## config.mk

```make
export PLATFORM = sky130hd
export DESIGN_NAME = clk_div_prog
export DESIGN_NICKNAME = d
export VERILOG_FILES = /design/src/rtl/clk_div_pkg.sv /design/src/rtl/clk_div_half_dly.sv /design/src/rtl/clk_div_prog.sv
export SDC_FILE = /design/constraint.sdc
export NUM_CORES = 1
export LEC_CHECK = 0
export CORE_MARGIN = 1.5
export CORE_UTILIZATION = 50
export DETAILED_ROUTE_END_ITERATION = 6
export GPL_ROUTABILITY_DRIVEN = 0
export HOLD_SLACK_MARGIN = 0.15
export PLACE_DENSITY = 0.7
export SYNTH_ARGS = -nofsm -noshare
export SYNTH_HDL_FRONTEND = slang
export SYNTH_SLANG_ARGS = --single-unit
```

## constraint.sdc

```tcl
create_clock -name clk -period 3.6 [get_ports clk]
set_input_delay 0.72 -clock clk [delete_from_list [all_inputs] [get_ports clk]]
set_output_delay 0.72 -clock clk [all_outputs]
set_load 0.03 [all_outputs]
```

## src/rtl/clk_div_pkg.sv

```systemverilog
// Shared types and helpers for the programmable clock divider.
// Provides the FSM state type, the minimum ratio, the ratio clamp and the high-phase length.
package clk_div_pkg;

    typedef enum logic {
        IDLE = 1'b0,
        RUN  = 1'b1
    } state_t;

    localparam int unsigned MIN_DIV = 2;

    // Ratios 0 and 1 cannot form a clock, so they run as divide-by-2.
    function automatic int unsigned n_eff(input int unsigned d);
        return (d < MIN_DIV) ? MIN_DIV : d;
    endfunction

    // Posedge high phase. In 50%-duty mode the half-cycle stretch supplies the extra half clk on odd ratios.
    function automatic int unsigned high_len(input int unsigned n, input bit duty50);
        return (duty50 && n[0]) ? (n / 2) : (n - (n / 2));
    endfunction

endpackage

```

## src/rtl/clk_div_half_dly.sv

```systemverilog
// Half-cycle stretch for odd ratios. The negedge copy of the posedge high phase is ORed back in.
// Present only in builds with CLK_DIV_PROG_DUTY50_EN defined.
`ifdef CLK_DIV_PROG_DUTY50_EN
module clk_div_half_dly (
    input  logic clk,
    input  logic rst,
    input  logic hi_i,
    input  logic odd_i,
    output logic clk_o
);

    logic dly_d;
    logic dly_q;

    // Even ratios need no stretch, so the odd flag gates the copy before capture.
    always_comb begin
        dly_d = hi_i & odd_i;
    end

    always_ff @(negedge clk or posedge rst) begin
        if (rst) begin
            dly_q <= 1'b0;
        end else begin
            dly_q <= dly_d;
        end
    end

    assign clk_o = hi_i | dly_q;

endmodule
`endif

```

## src/rtl/clk_div_prog.sv

```systemverilog
// Programmable integer clock divider: a single synchronous counter, glitch-free ratio changes and start/stop.
// Define CLK_DIV_PROG_DUTY50_EN for exact 50% duty on odd ratios.
module clk_div_prog
    import clk_div_pkg::*;
#(
    parameter int unsigned CNT_W = 8
) (
    input  logic             clk,
    input  logic             rst,
    input  logic             en,
    input  logic [CNT_W-1:0] div,
    output logic             clk_o,
    output logic             tick,
    output logic             running
);

`ifdef CLK_DIV_PROG_DUTY50_EN
    localparam bit DUTY50 = 1'b1;
`else
    localparam bit DUTY50 = 1'b0;
`endif
    localparam int unsigned CMP_W = CNT_W + 1;

    state_t           state_d, state_q;
    logic [CNT_W-1:0] cnt_d, cnt_q;
    logic [CNT_W-1:0] n_act_d, n_act_q;
    logic             hi_d, hi_q;
    logic             tick_d, tick_q;
    logic             running_d, running_q;

    logic [CNT_W-1:0] div_eff_c;
    logic [CMP_W-1:0] cnt_inc_c;
    logic [CMP_W-1:0] high_c;
    logic             terminal_c;

    // One extra bit keeps cnt+1 exact at the largest ratio.
    always_comb begin
        div_eff_c  = CNT_W'(n_eff(32'(div)));
        cnt_inc_c  = CMP_W'(cnt_q) + CMP_W'(1);
        high_c     = CMP_W'(high_len(32'(n_act_q), DUTY50));
        terminal_c = (cnt_inc_c == CMP_W'(n_act_q));
    end

    always_comb begin
        state_d = state_q;
        cnt_d   = cnt_q;
        n_act_d = n_act_q;
        hi_d    = hi_q;
        tick_d  = 1'b0;
        case (state_q)
            IDLE: begin
                cnt_d = '0;
                hi_d  = 1'b0;
                if (en) begin
                    state_d = RUN;
                    n_act_d = div_eff_c;
                    hi_d    = 1'b1;
                    tick_d  = 1'b1;
                end
            end
            RUN: begin
                // Ratio and stop requests are honoured only at the period boundary.
                if (terminal_c) begin
                    cnt_d = '0;
                    if (en) begin
                        n_act_d = div_eff_c;
                        hi_d    = 1'b1;
                        tick_d  = 1'b1;
                    end else begin
                        state_d = IDLE;
                        hi_d    = 1'b0;
                    end
                end else begin
                    cnt_d = cnt_q + CNT_W'(1);
                    hi_d  = (cnt_inc_c < high_c);
                end
            end
            default: begin
                state_d = IDLE;
                cnt_d   = '0;
                hi_d    = 1'b0;
            end
        endcase
        running_d = (state_d == RUN);
    end

    always_ff @(posedge clk or posedge rst) begin
        if (rst) begin
            state_q   <= IDLE;
            cnt_q     <= '0;
            n_act_q   <= CNT_W'(MIN_DIV);
            hi_q      <= 1'b0;
            tick_q    <= 1'b0;
            running_q <= 1'b0;
        end else begin
            state_q   <= state_d;
            cnt_q     <= cnt_d;
            n_act_q   <= n_act_d;
            hi_q      <= hi_d;
            tick_q    <= tick_d;
            running_q <= running_d;
        end
    end

`ifdef CLK_DIV_PROG_DUTY50_EN
    clk_div_half_dly u_half_dly (
        .clk   (clk),
        .rst   (rst),
        .hi_i  (hi_q),
        .odd_i (n_act_q[0]),
        .clk_o (clk_o)
    );
`else
    assign clk_o = hi_q;
`endif

    assign tick    = tick_q;
    assign running = running_q;

endmodule

```

==> run metrics <==
total half-perimeter wirelength after legalization and detailed placement=~3100 um; status=finished clean; DRC errors left=0; kind of capture point of the worst setup path=flip-flop; count of max-cap constraint violations=0; most frequent cells in the layout=18 x dfrtp_1, 17 x ha_1, 16 x nand2_1, 16 x nand3_1; startpoint-to-endpoint class of the critical path=flip-flop to flip-flop; clock tree from TritonCTS=done; Detailed Route WL=4100 um; relative contribution of combinational cells to total power=0.085; remaining antenna violation count after routing=0; data required time at the worst endpoint=around 3.9 ns; Setup Fix Bufs, Post-CTS=0; final antenna diode count=0; worst hold-check path type=flip-flop to flip-flop; main area contributors after synthesis=dfrtp_1 26%, ha_1 12%, xnor2_1 7.6%, nand3_1 4.6%, o211ai_1 3.9%; num rows=21; Worst Reg-to-Reg Cells=13; proportion of netlist area held by the largest area contributor=0.261; highest clock frequency the design can meet=between 300 and 400 MHz; maximum clock path buffer count=2; width of the die=61.7 um; sequential standard cell area=between 400 and 500 um2; synth-to-layout area growth=11.1%; DIE AREA=3810 um2; unrepaired setup endpoints after global routing=false; count of hold buffers inserted by post-cts repair=0; setup ws final=0.607 ns; Synth Area per Inst=8.49 um2; maximum number of pins on one net before global-route repair=26; count of buffers from port buffering=13; maximum fanout along the worst path=6; PostCTS Resize Cnt=0; internal portion of total power=~0.27 mW; reported leakage power=just over 0.8 nW; Boundary Pins=14; largest area contributor in the netlist=dfrtp_1; reported net switching power=around 0.092 mW; proportion of synthesized chip area in sequential cells=0.276; period utilisation layout=0.831; area of the mapped netlist=between 1500 and 2000 um2; vias in the first global route=~1,500; number of violations reported at the end of detailed-routing iteration 0=95; number of CTS-inserted buffers=3; flop and latch count out of synthesis=19; first-pass GRT wire length=6890 um; tightest slew margin relative to the limit=0.437; total via count after detailed routing=between 1,500 and 2,000; Finish-stage setup viols=0; average routed wire per standard cell=approximately 16 um; Hold Crit Depth=1; fraction of power consumed by sequential logic=0.590; Main synth FF type=dfrtp_1; setup tns final=0 ns; post-route clock skew=about 0.0033 ns; Clock Latency Late Sink=between 0.3 and 0.4 ns; pwr dens=roughly 190 nW/um2; GRT Resource Usage Total=0.250; effective utilization at floorplan=0.521; final hold slack=roughly 0.56 ns; DR pass1 iterations=4; number of flops mapped to enable cells by yosys=0; number of nets in the final layout=between 200 and 250; clock tree root buffer cell=clkbuf_4; post-synth net total=between 200 and 250; Final Slew Violations=0; highest ir drop seen on vdd=between 0.1 and 0.15 mV; Non-Filler Instances=260; total clock sinks=19; drt via density=5.92; die height=approximately 62 um; switching share of power=0.255; worst slack after detailed placement=around 0.65 ns; FFs w/ async S/R, synth=1.00; clock-pin transition on the worst setup and hold timing paths=~0.12 ns; CTS H-tree depth=1; number of cells produced by synthesis=~200; most common library cell in the layout ignoring fill and taps=dfrtp_1; signal arrival time at the worst endpoint=about 3.3 ns; multi-input logic area=about 1200 um2; number of antenna violations at the first check in global routing=0; proportion of layout cells with a drive suffix above 1=0.0607; count of warnings emitted by yosys=0; overflow left after global routing=0; Inst Count DP=between 200 and 300; filler cell count=roughly 320; startpoint class of the critical path=flip-flop; slew at the pin closest to its max-slew limit=about 0.84 ns; number of failing hold endpoints at the final stage=0; Clock Power Share=0.326; floorplan core area=~3300 um2; unique cell type count in the Yosys netlist=40; final worst path period need=2.99 ns
==> cell usage after synthesis (6+ instances only) <==
cell      count
o211ai_1      9
clkbuf_1      6
ha_1         17
nand2_1      16
xnor2_1      15
nor3_1        6
inv_1        15
dfrtp_1      18
o21ai_0      12
nand3_1      16
nor2b_1       6
nor2_1        8
a31oi_1       7
==> stage by stage <==
stage,cell area (um2),utilization,power (mW)
6_report,1920,0.579,0.362
5_1_grt,1920,0.579,0.379
4_1_cts,1920,0.579,0.363
3_5_place_dp,1890,0.570,0.248
3_3_place_gp,1890,0.570,0.248
2_1_floorplan,1720,-,0.231
==> cells by family after synthesis <==
logic type	synth area share
fa+ha+maj	0.135
mux	0.00653
simple gates	0.232
flops	0.276
buf+inv	0.0551
compound gates	0.180
xor+xnor	0.115
==> path summary, 6_finish.rpt <==
path | startpoint | endpoint | slack (ns)
max | n_act_q[2] | clk_o | 0.61
max reg2reg | n_act_q[2] | clk_o | 0.61
max in group asynchronous | rst | n_act_q[5] | 2.28
min | cnt_q[0] | cnt_q[0] | 0.56
min reg2reg | cnt_q[0] | cnt_q[0] | 0.56
min in group asynchronous | rst | cnt_q[2] | 0.84
==> registers in the layout, indices dropped and copies added (netlist names) <==
register / flops
cnt_q: 8
n_act_q: 8
clk_o: 1
running: 1
tick: 1
==> per-layer routing <==
metal	track usage	vias to the layer above	part of all wire
li1	-	756	-
met1	0.318	728	0.46
met2	0.417	42	0.46
met3	0.0435	12	0.054
met4	0.106	0	0.029
met5	0	-	0
==> power groups by stage <==
stage | sequential [mW] | clock [mW] | combinational, mW
5_1_grt | 0.214 | 0.131 | 0.0348
3_3_place_gp | 0.217 | 0 | 0.0300
6_report | 0.213 | 0.118 | 0.0306
4_1_cts | 0.213 | 0.119 | 0.0308
2_1_floorplan | 0.217 | 0 | 0.0140
3_5_place_dp | 0.217 | 0 | 0.0307
==> critical path: stages, from the launching register on <==
cell      delay [ns]
dfrtp_1         0.49
inv_1           0.10
ha_1            0.27
nor2b_1         0.13
o21ai_0         0.20
a21boi_0        0.11
o21ai_0         0.27
nand2b_1        0.13
xnor2_1         0.15
ha_1            0.32
a211oi_1        0.19
o21ai_0         0.11
a221oi_1        0.25
mux2_2          0.20
==> layout make-up <==
class	count	area share
clock buffer	3	0.0118
clock inverter	1	0.00261
inverter	15	0.0294
multi-input combinational	161	0.602
sequential	19	0.249
tap	46	0.0300
timing repair buffer	15	0.0758
(Power assumes the default switching activity.)
==> RTL edit: new RTL, same settings <==
Change the parameter `CNT_W` from 8 to 10.
--- a/src/rtl/clk_div_prog.sv
+++ b/src/rtl/clk_div_prog.sv
@@ -5,3 +5,3 @@
 #(
-    parameter int unsigned CNT_W = 8
+    parameter int unsigned CNT_W = 10
 ) (
Ports: changed (resized div); port bits go from 14 to 16. No check against the original RTL was run, so the function may have changed too.
==> RTL edit against the unedited design <==
Area after synthesis grew 28%. Setup slack lost 300 ps. Design area grew 28%. Sequential cell count grew 4. Total power grew 29%. Sequential power grew 21%. Count of clock-buffer cells in the layout is the same. Clock skew grew 0.53 ps. Largest cell class unchanged. Final cell count grew 22%. Non-clock buffer count grew 6. Wire length grew 29%. Critical path type unchanged.
==> RTL edit: results (changes against the unedited design) <==
synthMuxAreaShare: 0.00961  # +0.00308
timing.rr.start: "n_act_q[1]"
largestRegisters: "cnt_q x10, n_act_q x10"
cts_made_buffers: 3  # unchanged
reg2reg_setup_slack_ps: 310  # -300 ps
arrival_ps: 3460  # +210 ps
r2r_cells: 14  # +1
synth_compound_area_frac: 0.246  # +0.0665
portBuffers: 15  # +2
synth.area.top_cells: "dfrtp_1 (25%), ha_1 (12%), xnor2_1 (5.9%), o211ai_1 (4.4%), nand3b_1 (3.4%)"
grt_use_total: 0.235  # -0.0146
critPathMaxFanout: 7  # +1
grt_pass1_wl_mm: 9.08  # +32%
clkLatencyLatePin_ps: 270  # -40 ps
peakVddDrop_mv: 0.114  # -17%
drt_iter0_markers: 126  # +33%
max_slew.worst_pin.slew_ps: 1030  # +197 ps
vias_per_cell: 6.14  # +3.9%
syn_avg_cell_area_um2: 8.61  # +1.4%
final_cells: 318  # +22%
cts_root_buf: "clkbuf_8"
wl_met1_mm: 2.51  # +34%
grt_max_degree: 33  # +27%
fin_skew_ps: 3.81  # +0.534 ps
clk_pin_slew_ps: 90  # -30 ps
ys_seq_area_frac: 0.261  # -0.0159
wirelength_mm: 5.28  # +29%
timing.hold.ws_ps: 610  # +50.1 ps
synth_top_cells_by_count: "dfrtp_1 (22), ha_1 (21), inv_1 (19), nand2_1 (19), xnor2_1 (15)"
dp_cells: 314  # +23%
synthDistinctLibCells: 52  # +30%
synth-adder-area-share: 0.128  # -0.00722
place_hpwl_mm: 3.97  # +27%
critical-path-max-stage-delay_ps: 630  # +140 ps
status: "finished, final reports clean"
wl_met3_um: 136  # -39%
synth_xor_area_frac: 0.105  # -0.0101
grt_pass1_vias: 1837  # +23%
fin_nets: 302  # +24%
p_leak_nw: 1.04  # +28%
slowest_stage: "dfstp_2"
RTL edit: changes by cell type after synthesis, sizes merged, moves of 5 or more:
cell	delta
a21oi	+5
nand3	-10
nand3b	+10
o311ai	+9
or4	-6
RTL edit: worst min-delay path by stage:
stage / from / end / cells after the start
after floorplan: cnt_q[0] / cnt_q[0] / 1
after global placement: n_act_q[2] / n_act_q[2] / 2
after detailed placement: n_act_q[2] / n_act_q[2] / 2
after CTS: n_act_q[2] / n_act_q[2] / 2
after global routing: n_act_q[1] / n_act_q[1] / 2
final: n_act_q[1] / n_act_q[1] / 2
RTL edit: metal layers:
| layer | track usage | up-vias |
|---|---|---|
| met2 | 0.400 | 45 |
| met3 | 0.0174 | 7 |
| li1 | - | 973 |
| met5 | 0 | - |
| met4 | 0.0588 | 0 |
| met1 | 0.325 | 929 |
RTL edit: critical path: cells and delay by family (launching register included):
kind | cells | cell delay (ps)
multiplexers | 1 | 280
flip-flops | 1 | 630
adder cells (fa/ha/maj) | 3 | 800
XOR/XNOR | 1 | 200
buffers and inverters | 1 | 60
AO/OA/AOI/OAI | 8 | 1240
RTL edit: cell type report:
class	count	area, um2
fillers	405	1840
clock buffers	3	41.3
well taps	52	65.1
inverters	20	75.1
flip-flops and latches	23	577
repair buffers	21	195
clock inverters	1	5.00
multi-input cells	198	1490
RTL edit: where the power goes:
group	switching, W	total, W	internal (W)
registers	0	0.000258	0.000258
logic	0.0000184	0.0000338	0.0000154
clock network	0.0000969	0.000175	0.0000777
RTL edit: kinds of logic (layout without fill, tap and decap cells):
kind of cell / after synthesis / count (layout)
AOI/OAI and AO/OA: 76 / 76
and+or+nand+nor: 74 / 74
buffers and inverters: 36 / 45
xor gates and xnor gates: 24 / 24
DFF: 23 / 23
adders and majority gates: 22 / 22
muxes: 2 / 2
RTL edit: per-stage QoR:
stage	instance area (um2)	setup slack [ps]
after floorplan	2210	647
after global placement	2400	449
after detailed placement	2400	327
after CTS	2450	311
after global routing	2450	64.6
final	2450	305
